[src/rtl/left_rotate_seq.sv]
// Multi-cycle left rotator / logical left shifter, one power-of-two stage per clock.
// Ports: clk, rst_n, in_valid/in_ready/in_data/in_cnt/in_mode, out_valid/out_ready/out_data/out_zero.
module left_rotate_seq #(
    parameter int WIDTH = 16,
    parameter int CNT_W = 4
) (
    input  logic             clk,
    input  logic             rst_n,
    input  logic             in_valid,
    output logic             in_ready,
    input  logic [WIDTH-1:0] in_data,
    input  logic [CNT_W-1:0] in_cnt,
    input  logic             in_mode,
    output logic             out_valid,
    input  logic             out_ready,
    output logic [WIDTH-1:0] out_data,
    output logic             out_zero
);

    localparam int STG_W = (CNT_W > 1) ? $clog2(CNT_W) : 1;

    typedef enum logic [1:0] {
        IDLE = 2'd0,
        RUN  = 2'd1,
        DONE = 2'd2
    } state_t;

    state_t             state_q;
    state_t             state_d;
    logic [WIDTH-1:0]   data_q;
    logic [CNT_W-1:0]   cnt_q;
    logic               mode_q;
    logic [STG_W-1:0]   stage_q;
    logic               last_stage;

    // Per-stage candidates: rotate or zero-fill shift by 2**g.
    logic [WIDTH-1:0]   rol_s [CNT_W];
    logic [WIDTH-1:0]   sll_s [CNT_W];

    for (genvar g = 0; g < CNT_W; g++) begin : g_stage
        localparam int SH = 1 << g;
        assign rol_s[g] = {data_q[WIDTH-SH-1:0], data_q[WIDTH-1:WIDTH-SH]};
        assign sll_s[g] = {data_q[WIDTH-SH-1:0], {SH{1'b0}}};
    end

    assign last_stage = (stage_q == STG_W'(CNT_W - 1));

    always_comb begin
        state_d = state_q;
        case (state_q)
            IDLE: begin
                if (in_valid) begin
                    state_d = RUN;
                end
            end
            RUN: begin
                if (last_stage) begin
                    state_d = DONE;
                end
            end
            DONE: begin
                if (out_ready) begin
                    state_d = IDLE;
                end
            end
            default: begin
                state_d = IDLE;
            end
        endcase
    end

    always_ff @(posedge clk or negedge rst_n) begin
        if (!rst_n) begin
            state_q <= IDLE;
        end else begin
            state_q <= state_d;
        end
    end

    always_ff @(posedge clk or negedge rst_n) begin
        if (!rst_n) begin
            data_q  <= '0;
            cnt_q   <= '0;
            mode_q  <= 1'b0;
            stage_q <= '0;
        end else begin
            case (state_q)
                IDLE: begin
                    if (in_valid) begin
                        data_q  <= in_data;
                        cnt_q   <= in_cnt;
                        mode_q  <= in_mode;
                        stage_q <= '0;
                    end
                end
                RUN: begin
                    if (cnt_q[stage_q]) begin
                        data_q <= mode_q ? sll_s[stage_q] : rol_s[stage_q];
                    end
                    stage_q <= stage_q + 1'b1;
                end
                default: begin
                end
            endcase
        end
    end

    assign in_ready  = (state_q == IDLE);
    assign out_valid = (state_q == DONE);
    assign out_data  = data_q;
    // Gated so reset (data_q == 0) does not report a zero result.
    assign out_zero  = out_valid && (data_q == '0);

endmodule

[config.mk]
export PLATFORM = sky130hd
export DESIGN_NAME = left_rotate_seq
export DESIGN_NICKNAME = d
export VERILOG_FILES = /design/src/rtl/left_rotate_seq.sv
export SDC_FILE = /design/constraint.sdc
export NUM_CORES = 1
export LEC_CHECK = 0
export CAP_MARGIN = 20
export CORE_ASPECT_RATIO = 1.1
export CORE_MARGIN = 2
export CORE_UTILIZATION = 35
export DETAILED_ROUTE_END_ITERATION = 7
export GPL_TIMING_DRIVEN = 0
export PLACE_DENSITY = 0.63
export SLEW_MARGIN = 20
export SYNTH_ARGS = -nofsm -noshare
export SYNTH_HDL_FRONTEND = slang
export SYNTH_SLANG_ARGS = --single-unit
[constraint.sdc]
create_clock -name clk -period 1.5 [get_ports clk]
set_input_delay 0.45 -clock clk [delete_from_list [all_inputs] [get_ports clk]]
set_output_delay 0.45 -clock clk [all_outputs]
set_load 0.005 [all_outputs]
After elaboration in Yosys (flattened, before gate mapping). Cells that the tools add are included.

Memories kept: 0. Bits in writable memories: 0. Output and inout bits: 19. Register bits after elaboration: 25. Bits in read-only memories: 0. Bits in latches: 0. Bits of input ports: 25. Logic and storage cells: 42.

Eq/ne operators: 7. $add $sub $neg: 1. Reductions and logical operators: 8. Bitwise operators: 1. Divide/modulo/power cells: 0. Mux-type cells: 18. Shift operators: 0. Order comparisons: 2. $mul: 0.

Operator list (count): 2-to-1 mux 16 bit (7); binary-select mux 16 bit (select 2 bit) (2); one-hot mux 16 bit (2 select lines) (1); logical NOT 16 bit (1); 2-to-1 mux 2 bit (4); != test 2 bit, second input constant (3); one-hot mux 2 bit (3 select lines) (1); AND reduction 3 bit (2); == test 2 bit, second input constant (2); one-hot mux 2 bit (2 select lines) (1); AND reduction 2 bit (2); greater-or-equal comparator 3 bit, second input constant (1); less-than comparator 2 x 3 -> 1 bit, second input constant (1); inverter 2 -> 3 bit (1); adder 2 x 1 -> 2 bit, second input constant (1); binary-select mux 1 bit (select 2 bit) (1); == test 2 x 1 -> 1 bit, second input constant (1); logical NOT 2 bit (1); != test 2 x 1 -> 1 bit, second input constant (1); nonzero test 2 bit (1); logical AND 1 bit (1); 2-to-1 mux 1 bit (1).

Longest topological paths before layout. Gate-level depths: netlist of run 1.

Word-level depth: 7. Mapped depth: 7.

Worst setup path before layout of run 1. Ideal clock, no wire load.

Path kind: flip-flop to flip-flop. Start point: reg stage_q[0]. End point: reg data_q[10] (netlist: out_data[10]). Stages on the path, launching flop included: 6. Slack: -0.037 ns. Setup time: 0.126 ns. Buffers on the path: 2. Arrival time: 1.411 ns. Clock period less this slack: 1.537 ns. Cell sequence: dfrtp_1 -> buf_6 -> mux4_2 -> a21oi_4 -> buf_4 -> o21ai_0.

Word-level cells in the longest chain between the ends: 7. Elaborated cells between the ends (all ways): 14.

RTL lines: from (decl) (line 33) `logic [STG_W-1:0] stage_q;`; from (signal assigned) (line 100) `stage_q <= stage_q + 1'b1;`; inverter 2 -> 3 bit (not written as such) (line 98) `data_q <= mode_q ? sll_s[stage_q] : rol_s[stage_q];`; binary-select mux 16 bit (select 2 bit) (line 98); 2-to-1 mux 16 bit (not written as such) (2 in series) (line 98); 2-to-1 mux 16 bit (line 98); 2-to-1 mux 16 bit (line 97) `if (cnt_q[stage_q]) begin`; one-hot mux 16 bit (2 select lines) (line 87) `case (state_q)`; to (signal assigned) (line 90) `data_q <= in_data;`; to (signal assigned) (line 98); to (decl) (line 30) `logic [WIDTH-1:0] data_q;`.

Several ways; a longest one is shown, not always the timed one. The select of a mux whose other input is x is not followed. A chain may end at the register's enable or synchronous reset.

Worst setup path in the final report of run 1.
Start point: reg data_q[13] (netlist: out_data[13]). End point: out out_zero.

Word-level cells in the longest chain between the ends: 2.

RTL lines: logical NOT 16 bit (line 112) `assign out_zero = out_valid && (data_q == '0);`; logical AND 1 bit (line 112); to (decl) (line 17) `output logic out_zero`.

Every way passes these cells.

==> results of run 1 <==
-- state kept, by name (all words and copies together) (netlist names) --
| signal | count |
|---|---|
| state_q | 2 |
| stage_q | 2 |
| mode_q | 1 |
| cnt_q | 4 |
| out_data | 16 |
-- through the flow --
step	TNS (ns)	instance area [um2]	hold slack, ns
after floorplan	-0.276	1640	0.154
after global placement	-18.97	2140	0.461
after detailed placement	-10.04	2130	0.463
after CTS	-4.03	2700	0.168
after global routing	-4.63	2820	0.182
final	-3.52	2820	0.144
-- worst max-delay path, delay by kind of cell, from the launching register on --
| kind | cells | cell delay (ns) |
|---|---|---|
| buf+inv | 1 | 0.15 |
| simple gates | 2 | 0.60 |
| flops | 1 | 0.49 |
-- cells by family (layout without fill, tap and decap cells) --
| logic type | count (synthesis) | in the layout | synth area share, % |
|---|---|---|---|
| AO/OA/AOI/OAI | 40 | 40 | 15.9 |
| adder cells (fa/ha/maj) | 1 | 1 | 0.769 |
| buffers and inverters | 14 | 102 | 5.61 |
| flip-flops | 25 | 25 | 38.5 |
| multiplexers | 27 | 27 | 24.5 |
| AND/OR/NAND/NOR | 53 | 53 | 14.8 |
-- cells in the mapped netlist (all sizes together), types with 2 or more instances --
cell type	instances	area share, %
dfrtp	25	38
a21oi	2	1.3
a221oi	2	1.1
a2bb2oi	2	1.1
nor2	2	0.46
nand3	2	0.62
a211oi	5	2.3
nand2b	3	1.2
o22ai	3	1.2
mux4	10	14
mux2i	15	9.2
nand2	36	8.3
mux2	2	1.4
o21ai	21	6.5
inv	3	0.69
buf	10	4.7
nor4	4	1.5
nor2b	4	1.5
o31a	2	1.1
-- final cells by class --
class                           count  area (um2)
Fill cell                         368        1740
Inverter                            3        11.3
Multi-Input combinational cell    121        1100
Tap cell                           56        70.1
Clock inverter                      1        7.51
Timing Repair Buffer               85         817
Buffer                             10         125
Sequential cell                    25         646
Clock buffer                        3        41.3
-- final timing paths --
| kind | end | slack (ns) | cells after the start |
|---|---|---|---|
| max | out_zero | -0.47 | 3 |
| min | cnt_q[2] | 0.14 | 1 |
| max reg2reg | out_data[5] | -0.25 | 11 |
| min reg2reg | cnt_q[2] | 0.48 | 2 |
| max in group asynchronous | out_data[12] | 0.94 | 1 |
| min in group clk | cnt_q[2] | 0.48 | 2 |
-- layout by cell type (no fill, tap or decap), drive strengths merged, types with 4 or more instances in the layout --
cell type      netlist  final
mux4                10     10
clkbuf               1      7
nor4                 4      4
nand2               36     36
dfrtp               25     25
a211oi               5      5
buf                 10     64
o21ai               21     21
clkdlybuf4s50        0     23
nor2b                4      4
mux2i               15     15
-- timing repair --
item / CTS / global route
cloned: 3 / 0
setup buffers: 42 / 10
setup endpoints to repair: 35 / 31
pin swaps: 14 / 8
gates resized for setup: 133 / 59
-- report_power, final --
part           switching, uW  internal (uW)
logic                   2560           3130
registers                345           1050
clock network            252            190
-- per-layer routing --
metal | part of all wire [%] | vias to the layer above
met5 | 0 | -
met4 | 3.6 | 0
met3 | 6.8 | 19
met2 | 48 | 84
met1 | 41 | 853
li1 | - | 773
==> impl_metrics.toml, run 1 <==
[critical_path]
slowest_delay_ns = 0.49
critPathRequiredTime_ns = 1.05
crit_path_max_fanout = 7
crit_start = "out_data[13]"
crit_arrival_ns = 1.52
crit_path_end_kind = "output pin"
start_kind = "register"
crit_path_top_delay_cell = "dfrtp_2"
crit_type = "reg -> out"
timing.rr.start = "state_q[1]"
path_cells = "or3_4 > nor4_4 > buf_2"

[yosys]
synth_warnings = 0
synth-edff-count = 0
synth_cell_types = 30
ys_ff_latch = 25
synthArstFlopShare_pct = 100
ys.flop_type = "dfrtp_1"
syn-num-nets = 186
synthCells = 160
synth_seq_area_share_pct = 38.5
syn-cell-area_um2 = 1630
syn_area_per_cell_um2 = 10.2

[global_routing]
grt_util_met2_pct = 36.6
grt.met1_usage_pct = 28.9
grt_pass1_vias = 1698
grt-ovfl-total = 0
track_usage_pct = 22.1
grt_max_degree = 26
grt_antenna_before_repair = 0
busiest_layer = "met2"
grtUsageMet3_pct = 2.91
grt_pass1_wl_um = 8780

[detailed_routing]
routedWlPerCell_um = 18.6
vias_per_cell = 5.69
drtIter0Drc = 173
wirelength_um = 5650
firstDrtPassIters = 4
drtAntennaViolNets = 0
drc = 0
vias = 1729

[timing]
rsz0062_at_grt = "yes"
drv_slew = 0
setup_viol = 18
period_minus_slack_ns = 1.97
fmax_mhz = 507
worst_slew_pin_slew_ns = 0.577
slew_headroom_pct = 61.5
finalCritPeriodShare_pct = 132
finClkSkew_ns = 0.00568
setup_ws_ns = -0.473
hold_viol_final = 0

[cts]
cts_inserted_buffers = 3
worstSkewPairLatency_ns = 0.29
cts_tree = "done"
cts-htree-levels = 1
clockRootBuffer = "clkbuf_8"
cts_sinks = 25
cts_hold_buf = 0
clk_pin_slew_ns = 0.10
cts_buffer_depth = 2

[floorplan]
fp.dieH_um = 75.5
start_util_pct = 35.7
die_w_um = 69
fp.dieArea_um2 = 5210
ios = 44
coreArea_um2 = 4550
num_rows = 26

[layout]
drive_gt1_share_pct = 56.0
final_cells = 304
antennaDiodeCount = 0
area_delta_synth_final_pct = 73.3
final_util_pct = 61.9
finalNetCount = 275

[placement]
dp_hpwl_um = 3190
place_inst = 259
place_congestion = 0.828
dp_worst_setup_slack_ns = -0.637
port_buffers = 43

[outcome]
violations = "setup timing"
status = "finished, violations left"

[power]
p_total_uw = 7530
ir_drop_v = 0.00111
power_density_nw_per_um2 = 2670
cellLeakagePower_uw = 0.00126

[hold_path]
hold_class = "in -> async"

[run]
drv_cap = 0
No activity file was read; power rests on OpenSTA's default activity.
==> inputs of run 2 (changes only) <==
--- a/config.mk
+++ b/config.mk
@@ -5,7 +5,7 @@
 export SDC_FILE = /design/constraint.sdc
 export NUM_CORES = 1
 export LEC_CHECK = 0
-export CAP_MARGIN = 20
+export CAP_MARGIN = 10
 export CORE_ASPECT_RATIO = 1.1
 export CORE_MARGIN = 2
 export CORE_UTILIZATION = 35
==> results of run 2 <==
The final DEF is identical to that of run 1; final timing and power are the same.
==> inputs of run 3 (changes only) <==
--- a/config.mk
+++ b/config.mk
@@ -5,14 +5,13 @@
 export SDC_FILE = /design/constraint.sdc
 export NUM_CORES = 1
 export LEC_CHECK = 0
+export ABC_AREA = 1
 export CAP_MARGIN = 10
 export CORE_ASPECT_RATIO = 1.1
-export CORE_MARGIN = 2
 export CORE_UTILIZATION = 35
 export DETAILED_ROUTE_END_ITERATION = 7
 export GPL_TIMING_DRIVEN = 0
-export PLACE_DENSITY = 0.63
-export SLEW_MARGIN = 20
+export PLACE_DENSITY = 0.62
 export SYNTH_ARGS = -nofsm -noshare
 export SYNTH_HDL_FRONTEND = slang
 export SYNTH_SLANG_ARGS = --single-unit
==> run 3 against run 2 <==
  * The run still ends with setup timing left
  * Synthesized cell count rose by 64%
  * Design area fell by 1.2%
  * Combinational power fell by 15%
  * Fmax rose by 8.8%
  * Global-route usage barely moved
  * Final cell count rose by 32%
  * Clock skew fell by 0.0016 ns
  * Setup slack improved by 0.16 ns
==> impl_metrics.toml, run 3 <==
[outcome]
status = "finished, violations left"
violations = "setup timing"

[cts]
cts_hold_buf = 0
cts-htree-levels = 1
cts_buffer_depth = 2
worstSkewPairLatency_ns = 0.28
cts_sinks = 25
cts_inserted_buffers = 3
clk_pin_slew_ns = 0.10
clockRootBuffer = "clkbuf_8"
cts_tree = "done"

[timing]
hold_viol_final = 0
drv_slew = 0
fmax_mhz = 551
slew_headroom_pct = 56.7
setup_viol = 4
hold_ws_ns = 0.291
period_minus_slack_ns = 1.81
finalCritPeriodShare_pct = 121
rsz0062_at_grt = "yes"
worst_slew_pin_slew_ns = 0.650
setup-tns-final_ns = -0.581
finClkSkew_ns = 0.00409
setup_ws_ns = -0.314

[floorplan]
num_rows = 27
start_util_pct = 36.7
ios = 44
die_w_um = 71.5
fp.dieH_um = 78.4
coreArea_um2 = 5070
fp.dieArea_um2 = 5610

[global_routing]
track_usage_pct = 22.0
grt_max_degree = 26
grt_pass1_wl_um = 9650
grt_pass1_vias = 1922
grt-ovfl-total = 0
grt_antenna_before_repair = 0

[critical_path]
r2r_end = "out_data[15]"
crit_type = "reg -> out"
crit_path_end_kind = "output pin"
critPathRequiredTime_ns = 1.05
crit_path_max_fanout = 2
timing.rr.start = "out_data[7]"
crit_arrival_ns = 1.36
start_kind = "register"
r2r_setup_slack_ns = 0.04
critical_path_buf_inv_count = 1
crit_path_top_delay_cell = "dfrtp_2"
crit_start = "out_data[7]"
slowest_delay_ns = 0.46
critPathTopFamily = "simple AND/OR/NAND/NOR gates"
path_cells = "nor4_4 > nand2_1 > nor2_1 > buf_2"
r2r_cells = 11

[layout]
layout_common_cells = "109 x nand2_1, 45 x nand3_1, 23 x clkdlybuf4s50_1"
area_delta_synth_final_pct = 49.9
largest_reg_flops = 16
finalNetCount = 370
antennaDiodeCount = 0
final_cells = 401
n_fill_cell = 507
drive_gt1_share_pct = 32.9
final_common_cell = "nand2_1"

[power]
cellLeakagePower_uw = 0.00142
p_int_uw = 3460
ir_drop_v = 0.00104
combPwrFrac_pct = 71.9
sw_frac_of_total_pct = 48.4
p_total_uw = 6700
clkPwrFrac_pct = 6.8
p_switching_uw = 3240
power_density_nw_per_um2 = 2400
p_seq_share_pct = 21.2

[yosys]
synthCells = 263
synth_cell_types = 25
synth_warnings = 0
syn_area_per_cell_um2 = 7.07
synthArstFlopShare_pct = 100
synth_most_common_cell = "nand2_1"
ys.flop_type = "dfrtp_1"
synth-edff-count = 0
syn-cell-area_um2 = 1860
yosysTopAreaCellShare_pct = 33.6
synthTopCellsByCount = "110 x nand2_1, 51 x nand3_1, 25 x dfrtp_1"
ys_ff_latch = 25
synth_top_area_cell = "dfrtp_1"
synth.area.top_cells = "dfrtp_1 34%, nand2_1 22%, nand3_1 14%"
synth_seq_area_share_pct = 33.6
syn-num-nets = 289

[placement]
dp_hpwl_um = 4090
place_congestion = 0.892
place_inst = 364
port_buffers = 43
dp_worst_setup_slack_ns = -0.513

[detailed_routing]
wirelength_um = 5900
vias_per_cell = 5.02
drtIter0Drc = 124
vias = 2014
drtAntennaViolNets = 0
routedWlPerCell_um = 14.7
drc = 0
firstDrtPassIters = 4

[hold_path]
hold_class = "in -> async"

[run]
drv_cap = 0
## run 3: logic make-up after synthesis
logic type | after synthesis | synth area share, %
mux | 4 | 2.42
simple gates | 209 | 54.6
flops | 25 | 33.6
fa+ha+maj | 1 | 0.673
compound gates | 5 | 1.48
buf+inv | 19 | 7.13
## run 3: metal layers
layer  up-vias  track usage [%]  wire, um
met4         0             4.90        47
met2        57             36.6      2780
met3         4             2.57       257
met5         -                0         0
met1       936             30.6      2820
li1       1017                -         -
## run 3: per-stage QoR
step                utilization, %  area [um2]
CTS                           52.6        2670
finish                        55.0        2790
global placement              46.6        2360
detailed placement            46.6        2360
global route                  55.0        2790
floorplan                        -        1860
## run 3: repair_timing
item	4_1_cts	5_1_grt
resized for setup	64	26
endpoints found under the setup margin	44	24
endpoints found under the hold margin	0	0
pin swaps	3	11
buffers inserted	25	9
## run 3: area by class of cell
type | instances | area, um2 | share of cell area [%]
tap | 58 | 72.6 | 2.60
sequential | 25 | 642 | 23.0
timing repair buffer | 76 | 682 | 24.5
multi-input combinational | 219 | 1190 | 42.7
clock buffer | 3 | 41.3 | 1.48
buffer | 14 | 124 | 4.45
clock inverter | 1 | 8.76 | 0.314
inverter | 5 | 26.3 | 0.943
## run 3: worst max-delay path by stage
| stage | end | slack [ns] | cells after the start |
|---|---|---|---|
| final | out_zero | -0.31 | 4 |
| after global routing | out_zero | -0.40 | 4 |
| after CTS | out_zero | -0.32 | 4 |
| after detailed placement | out_zero | -0.51 | 4 |
| after global placement | out_zero | -0.55 | 4 |
| after floorplan | out_zero | 0.18 | 3 |
## run 3: power by group through the flow
| stage | logic (uW) | registers [uW] | clock network (uW) |
|---|---|---|---|
| 2_1_floorplan | 2640 | 1400 | 0 |
| 3_3_place_gp | 3800 | 1480 | 0 |
| 3_5_place_dp | 3830 | 1490 | 0 |
| 4_1_cts | 4490 | 1420 | 461 |
| 5_1_grt | 5350 | 1460 | 488 |
| 6_report | 4820 | 1420 | 457 |
